$ cat config.mk
export PLATFORM = sky130hd
export DESIGN_NAME = atm_controller
export DESIGN_NICKNAME = d
export VERILOG_FILES = /design/src/rtl/atm_controller.sv
export SDC_FILE = /design/constraint.sdc
export NUM_CORES = 1
export LEC_CHECK = 0
export BUFFER_PORTS_ARGS = -buffer_cell sky130_fd_sc_hd__buf_2
export CAP_MARGIN = 20
export CORE_MARGIN = 1
export CORE_UTILIZATION = 60
export CTS_CLUSTER_SIZE = 16
export DETAILED_ROUTE_END_ITERATION = 6
export PLACE_DENSITY = 0.81
export SETUP_SLACK_MARGIN = 0.1
export SLEW_MARGIN = 25
export SYNTH_ARGS = -nofsm -noshare
export SYNTH_HDL_FRONTEND = slang
export SYNTH_SLANG_ARGS = --single-unit
$ cat constraint.sdc
create_clock -name clk -period 5.02 [get_ports clk]
set_input_delay 0.502 -clock clk [delete_from_list [all_inputs] [get_ports clk]]
set_output_delay 0.502 -clock clk [all_outputs]
set_load 0.02 [all_outputs]
$ cat src/rtl/atm_controller.sv
// ATM transaction controller: card detect, 4-digit PIN check with lockout, one deposit/withdrawal per card.
// Optional inactivity timeout enabled by defining ATM_TIMEOUT_EN.
module atm_controller #(
   parameter logic [15:0] PIN          = 16'h4756,
   parameter logic [63:0] BALANCE_INIT = 64'd0,
   parameter int          MAX_INTENTOS = 3,
   parameter int          TIMEOUT_CYC  = 1000
) (
   input  logic        clk,
   input  logic        rst,
   input  logic        tarjeta_recibida,
   input  logic [3:0]  digito,
   input  logic        digito_stb,
   input  logic        tipo_trans,
   input  logic [31:0] monto,
   input  logic        monto_stb,
   output logic [63:0] balance,
   output logic        balance_actualizado,
   output logic        entregar_dinero,
   output logic        pin_incorrecto,
   output logic        advertencia,
   output logic        bloqueo,
   output logic        fondos_insuficientes
);

   localparam int IW = $clog2(MAX_INTENTOS + 1);
   localparam logic [IW-1:0] MAX_I  = IW'(MAX_INTENTOS);
   localparam logic [IW-1:0] WARN_I = IW'(MAX_INTENTOS - 1);

   typedef enum logic [2:0] {
      ESPERANDO_TARJETA,
      VERIFICAR_PIN,
      ESPERANDO_MONTO,
      DEPOSITO,
      RETIRO,
      BLOQUEO
   } state_t;

   state_t        state;
   logic          dig_q;
   logic          mon_q;
   logic [15:0]   shift_reg;
   logic [1:0]    cnt;
   logic          comparar;
   logic [IW-1:0] intentos;
   logic [IW-1:0] intentos_inc;
   logic [31:0]   monto_q;
   logic          tipo_q;
   logic          dig_ev;
   logic          mon_ev;
   logic [64:0]   suma;
   logic          cabe;
   logic          timeout_hit;

   assign dig_ev       = digito_stb & ~dig_q;
   assign mon_ev       = monto_stb & ~mon_q;
   assign intentos_inc = intentos + IW'(1);
   assign suma         = {1'b0, balance} + {33'd0, monto_q};
   assign cabe         = ({32'd0, monto_q} <= balance);

`ifdef ATM_TIMEOUT_EN
   localparam logic [31:0] TO_LIM = 32'(TIMEOUT_CYC - 1);
   logic [31:0] idle_cnt;

   // Inactivity counter: restarts on every strobe event and outside the waiting states.
   always_ff @(posedge clk or negedge rst) begin
      if (!rst) begin
         idle_cnt <= 32'd0;
      end else if ((state == VERIFICAR_PIN || state == ESPERANDO_MONTO) && !dig_ev && !mon_ev) begin
         idle_cnt <= idle_cnt + 32'd1;
      end else begin
         idle_cnt <= 32'd0;
      end
   end

   assign timeout_hit = (state == VERIFICAR_PIN || state == ESPERANDO_MONTO) &&
                        !dig_ev && !mon_ev && !comparar && (idle_cnt == TO_LIM);
`else
   assign timeout_hit = 1'b0;
`endif

   always_ff @(posedge clk or negedge rst) begin
      if (!rst) begin
         state                <= ESPERANDO_TARJETA;
         dig_q                <= 1'b0;
         mon_q                <= 1'b0;
         shift_reg            <= 16'd0;
         cnt                  <= 2'd0;
         comparar             <= 1'b0;
         intentos             <= '0;
         monto_q              <= 32'd0;
         tipo_q               <= 1'b0;
         balance              <= BALANCE_INIT;
         balance_actualizado  <= 1'b0;
         entregar_dinero      <= 1'b0;
         pin_incorrecto       <= 1'b0;
         advertencia          <= 1'b0;
         bloqueo              <= 1'b0;
         fondos_insuficientes <= 1'b0;
      end else begin
         dig_q                <= digito_stb;
         mon_q                <= monto_stb;
         balance_actualizado  <= 1'b0;
         entregar_dinero      <= 1'b0;
         pin_incorrecto       <= 1'b0;
         fondos_insuficientes <= 1'b0;
         if (timeout_hit) begin
            state       <= ESPERANDO_TARJETA;
            cnt         <= 2'd0;
            shift_reg   <= 16'd0;
            intentos    <= '0;
            advertencia <= 1'b0;
         end else begin
            case (state)
               ESPERANDO_TARJETA: begin
                  cnt         <= 2'd0;
                  shift_reg   <= 16'd0;
                  comparar    <= 1'b0;
                  intentos    <= '0;
                  advertencia <= 1'b0;
                  if (tarjeta_recibida) state <= VERIFICAR_PIN;
               end
               // The fourth digit arms a compare that runs on the following cycle.
               VERIFICAR_PIN: begin
                  if (comparar) begin
                     comparar <= 1'b0;
                     if (shift_reg == PIN) begin
                        state       <= ESPERANDO_MONTO;
                        intentos    <= '0;
                        advertencia <= 1'b0;
                     end else begin
                        pin_incorrecto <= 1'b1;
                        intentos       <= intentos_inc;
                        cnt            <= 2'd0;
                        if (intentos_inc == MAX_I) begin
                           state       <= BLOQUEO;
                           bloqueo     <= 1'b1;
                           advertencia <= 1'b0;
                        end else if (intentos_inc == WARN_I) begin
                           advertencia <= 1'b1;
                        end
                     end
                  end else if (dig_ev) begin
                     shift_reg <= {shift_reg[11:0], digito};
                     cnt       <= cnt + 2'd1;
                     if (cnt == 2'd3) comparar <= 1'b1;
                  end
               end
               ESPERANDO_MONTO: begin
                  if (mon_ev && !dig_ev) begin
                     monto_q <= monto;
                     tipo_q  <= tipo_trans;
                     state   <= tipo_trans ? RETIRO : DEPOSITO;
                  end
               end
               DEPOSITO: begin
                  balance             <= suma[64] ? {64{1'b1}} : suma[63:0];
                  balance_actualizado <= 1'b1;
                  state               <= ESPERANDO_TARJETA;
               end
               RETIRO: begin
                  if (cabe) begin
                     balance             <= balance - {32'd0, monto_q};
                     balance_actualizado <= 1'b1;
                     entregar_dinero     <= 1'b1;
                  end else begin
                     fondos_insuficientes <= 1'b1;
                  end
                  state <= ESPERANDO_TARJETA;
               end
               BLOQUEO: begin
                  bloqueo     <= 1'b1;
                  advertencia <= 1'b0;
               end
               default: state <= ESPERANDO_TARJETA;
            endcase
         end
      end
   end

endmodule
Yosys cells after proc, flatten, opt, wreduce, memory -nomap -nowiden
Cells that the tools add are included.

word-level totals
  bits of input ports = 42
  output and inout bits = 70
  word-level logic and storage cells = 103
  register bits after elaboration = 128

cells by class
  add/subtract/negate cells = 4
  reduce and logical (&&, ||, !) cells = 16
  mux-type cells = 41
  bitwise gates (word level) = 5
  order comparisons = 1
  equality and inequality tests = 21

operators by type and width
  cell                                                    number
  two-way mux 64 bit                                      2
  one-hot mux 64 bit (2 select lines)                     1
  adder 64 x 32 -> 65 bit                                 1
  less-or-equal comparator 32 x 64 -> 1 bit               1
  subtractor 64 x 32 -> 64 bit                            1
  two-way mux 16 bit                                      2
  one-hot mux 16 bit (2 select lines)                     1
  two-way mux 3 bit                                       6
  two-way mux 1 bit                                       17
  equality test 16 x 15 -> 1 bit (second input constant)  1
  inequality test 2 bit (second input constant)           8
  one-hot mux 3 bit (4 select lines)                      1
  two-way mux 2 bit                                       5
  inequality test 3 bit (second input constant)           3
  AND reduction 3 bit                                     3
  one-hot mux 1 bit (2 select lines)                      4
  one-hot mux 2 bit (2 select lines)                      2
  nonzero test 2 bit                                      4
  equality test 2 bit (second input constant)             3
  equality test 3 x 2 -> 1 bit (second input constant)    2
  equality test 3 bit (second input constant)             2
  AND reduction 2 bit                                     3
  AND reduction 5 bit                                     1
  adder 2 x 1 -> 2 bit (second input constant)            2
  9 further kinds                                         12

Depth between registers and ports, before layout
  word-level depth = 7
  depth in mapped cells = 16
  gate-level depth less buffers = 15

Worst setup path after synthesis
Ideal clock, no wire load.

  path kind = reg2reg
  start = reg balance[13]
  end = reg balance[49]
  library setup time = 125 ps
  required time = 4895 ps
  stages on the path, launching flop included = 11
  clock period less this slack = 3298 ps
  setup slack = 1722 ps
  path buffers = 2
  data arrival time = 3174 ps
  cells stage by stage = dfrtp_1 > ha_1 > buf_6 > or3_1 > or4_1 > or4_1 > a21oi_2 > buf_4 > nand4_1 > a21oi_1 > mux2_2

between the ends
  cells in the longest elaborated chain, start to end = 3
  elaborated cells between the ends (all ways) = 8
  classes of those cells = add/sub (2); order compare (1); eq/ne (1); mux (3); reduce/logical (1)

RTL lines
  item                                                                        line  source
  start: declaration                                                          17    output logic [63:0] balance,
  start signal: assignment                                                    157   balance <= suma[64] ? {64{1'b1}} : suma[63:0];
  start signal: assignment                                                    163   balance <= balance - {32'd0, monto_q};
  subtractor 64 x 32 -> 64 bit (tied with other cells)                        163
  two-way mux 64 bit (tied with other cells)                                  162   if (cabe) begin
  one-hot mux 64 bit (2 select lines) or AND reduction 2 bit (tied branches)  -

Parallel ways exist; a longest one is shown, timed or not. The select of a mux whose other input is x is not followed.
A chain may end at the register's enable or synchronous reset.

Worst setup path after layout
  start = reg balance[0]
  end = reg balance[36]

Same word-level chain as after synthesis.

==> results.md <==
* Outcome: complete, no violations
* #FFs+latches synth at approximately 130
* Final-report hold violation count at 0
* Core ar. at between 15000 and 20000 sq um
* CP required at ~5.4 ns
* Input/output buffers at 111
* Lkg Pwr at 5.526 nW
* Fin Setup TNS at 0 ns
* Hold crit path type: primary input to asynchronous set/reset pin
* Number of synthesized flops with an enable pin at 0
* Number of H-tree levels at 4
* Remaining global-route overflow at 0
* Num CTS Buffers at 17
* Die area at 17650 sq um
* Crit end category: flop
* Fin crit period at ~4.3 ns
* Latest clock arrival within the worst-skew pair at around 0.44 ns
* Share of cells above drive strength 1 at 0.1748
* Clock skew at ~0.012 ns
* Hold-fix buffers, CTS at 0
* Total track usage at 0.3512
* Area of the multi-input gates at around 6500 sq um
* CTS root buf: clkbuf_16
* Slew Viols, Final at 0
* Post-CTS sizing at 0
* Ys async rst share at 1.000
* Vias in the first global route at roughly 9600
* Initial DRT Pass Iterations at 7
* WS Path Type: flop to flop
* Synth Warn # at 0
* Final wirelength at just over 30 mm
* Power Density at ~380 nW/um^2
* DIE WIDTH at 132.9 um
* Mean Syn Cell Area at between 8 and 9 sq um
* Fmax at roughly 230 MHz
* Tcrit/Tclk final at 0.8521
* NumNets Final at around 1400
* Endpoints failing setup at 0
* Wirelength per Cell at 19.84 um
* Top FF cell, synth: dfrtp_1
* Remaining antenna violation count after routing at 0
* Post-route DRC at 0
* RSZ-0062 raised after global routing: no
* Crit-path max FO at 6
* Syn_nets at 1342
* Area Growth Syn to Fin at 11.79%
* Met3 Use GR at 0.06590
* CTS Sinks at 128
* Antenna violations before repair at 0
* Met1 GRT Util at 0.4787
* Clk buf depth at 2
* GR peak layer: met2
* Initial Utilization at 0.6173
* Cells after Synth at about 1200
* Max_cap viols at 0
* Diodes inserted at 0
* DPL Wire Length at approximately 22 mm
* Total Power at ~4.4 mW
* Startpoint Class: flop
* CP Data Arrival Time at 4.63 ns
* Register area share after synthesis at 0.3118
* GR Util met2 at 0.5544
* First-pass GRT wire length at between 40 and 50 mm
* Synth Cell Area at between 10000 and 15000 sq um
* CTS tree: done
* Row cnt at 47
* Top-Level Pins at between 100 and 150
* Vias post-DR at slightly above 10000
* Largest net degree at the start of global routing at between 80 and 90
* Clk slew on worst S/H paths at ~0.07 ns
* # fillers at about 1400
* Netlist cell types at between 80 and 90
* Die Y at ~130 um
* Post-CTS Setup Inserts at 0
* Slew Limit Headroom at 0.2814
* Slew @ Worst Pin at 1.051 ns
* Initial drt markers at about 1400
* Peak VDD IR at about 0.0003 V
* FF/Latch Area at between 3000 and 4000 sq um
* Max FFs per register at 64
* Post-DR vias/cell at roughly 6.7
* Final weighted congestion in routability-driven placement at 0.9484
[metal layers]
layer	wire length [um]	vias up
met2	13890	593
met5	0	-
met4	905	0
li1	-	4711
met1	13090	4886
met3	2592	79
[final timing paths]
kind | to | slack [ns] | cells after the start | start
max | balance[36] | 0.74 | 13 | balance[0]
min in group clk | dig_q | 0.18 | 1 | digito_stb
min reg2reg | bloqueo | 0.49 | 1 | bloqueo
max reg2reg | balance[36] | 0.74 | 13 | balance[0]
max in group asynchronous | shift_reg[6] | 3.88 | 2 | rst
min | balance[11] | 0.07 | 1 | rst
[cell type report]
cell class                      instances  share of cell area
Clock inverter                         15             0.01438
Multi-Input combinational cell        961              0.5648
Timing Repair Buffer                  125             0.05807
Inverter                               70             0.02288
Tap cell                              220             0.02397
Clock buffer                           17             0.03704
Sequential cell                       128              0.2789
[synthesized netlist by cell type (19+ instances only)]
library cell | number | share of area
o21ai_0 | 67 | 0.033
a31oi_1 | 31 | 0.019
a21oi_1 | 82 | 0.040
nand2_1 | 102 | 0.037
dfrtp_1 | 128 | 0.31
nor2b_1 | 20 | 0.012
ha_1 | 67 | 0.082
nand3_1 | 34 | 0.017
inv_1 | 69 | 0.025
clkbuf_1 | 43 | 0.016
nor3_1 | 43 | 0.021
nand4_1 | 22 | 0.013
xnor2_1 | 23 | 0.020
mux2_2 | 42 | 0.046
nor4_1 | 28 | 0.017
nor2_1 | 115 | 0.042
o211ai_1 | 19 | 0.014
[power breakdown]
group	switching [mW]	internal (mW)
Clock	0.566	0.708
Combinational	1.22	0.631
Sequential	0.0931	1.13
Total	1.88	2.47
[cell usage in the layout (no fill, tap or decap), types with 11 or more instances in the layout]
cell type	n
nor2_1	115
a211oi_1	13
and3_1	14
nor2b_1	19
buf_4	14
buf_2	110
a21oi_1	82
nand3_1	34
o21ai_0	67
nor3_1	43
mux2_2	42
ha_1	67
a22o_1	18
clkbuf_16	17
o31ai_1	13
inv_1	69
xnor2_1	23
a31oi_1	31
dfrtp_1	128
nand4_1	22
nor4_1	27
a21o_1	11
or3_1	15
nand2_1	102
o211ai_1	19
[through the flow]
stage / cell area [sq um] / hold WS, ns / instances / util / setup slack, ns
after floorplan: 10270 / 0.2064 / 1231 / - / 1.722
after global placement: 10880 / 0.4507 / 1504 / 0.6539 / 1.026
after detailed placement: 10880 / 0.4679 / 1504 / 0.6539 / 0.9119
after CTS: 11470 / 0.1466 / 1536 / 0.6894 / 0.8742
after global routing: 11480 / 0.1768 / 1536 / 0.6901 / 0.4826
final: 11480 / 0.07413 / 1536 / 0.6901 / 0.7425
[logic make-up (layout without fill, tap and decap cells)]
kind of cell	count (synthesis)	in the layout	share of synthesized area
adders and majority gates	69	69	0.08549
and+or+nand+nor	456	456	0.2271
muxes	52	52	0.05675
DFF	128	128	0.3118
xor gates and xnor gates	27	27	0.02302
buffers and inverters	142	227	0.05955
AOI/OAI and AO/OA	357	357	0.2363
[worst max-delay path, stage by stage (launching register included)]
cell	delay [ns]
dfrtp_1	0.40
inv_1	0.06
ha_1	0.17
inv_1	0.06
fa_1	0.42
a211oi_1	0.21
o21ai_0	0.23
o2111ai_1	0.38
a21boi_0	0.27
nor3_1	0.52
o21ai_0	0.51
o32ai_1	0.62
a21oi_1	0.16
a41oi_2	0.17
No activity file was read; power rests on OpenSTA's default activity.
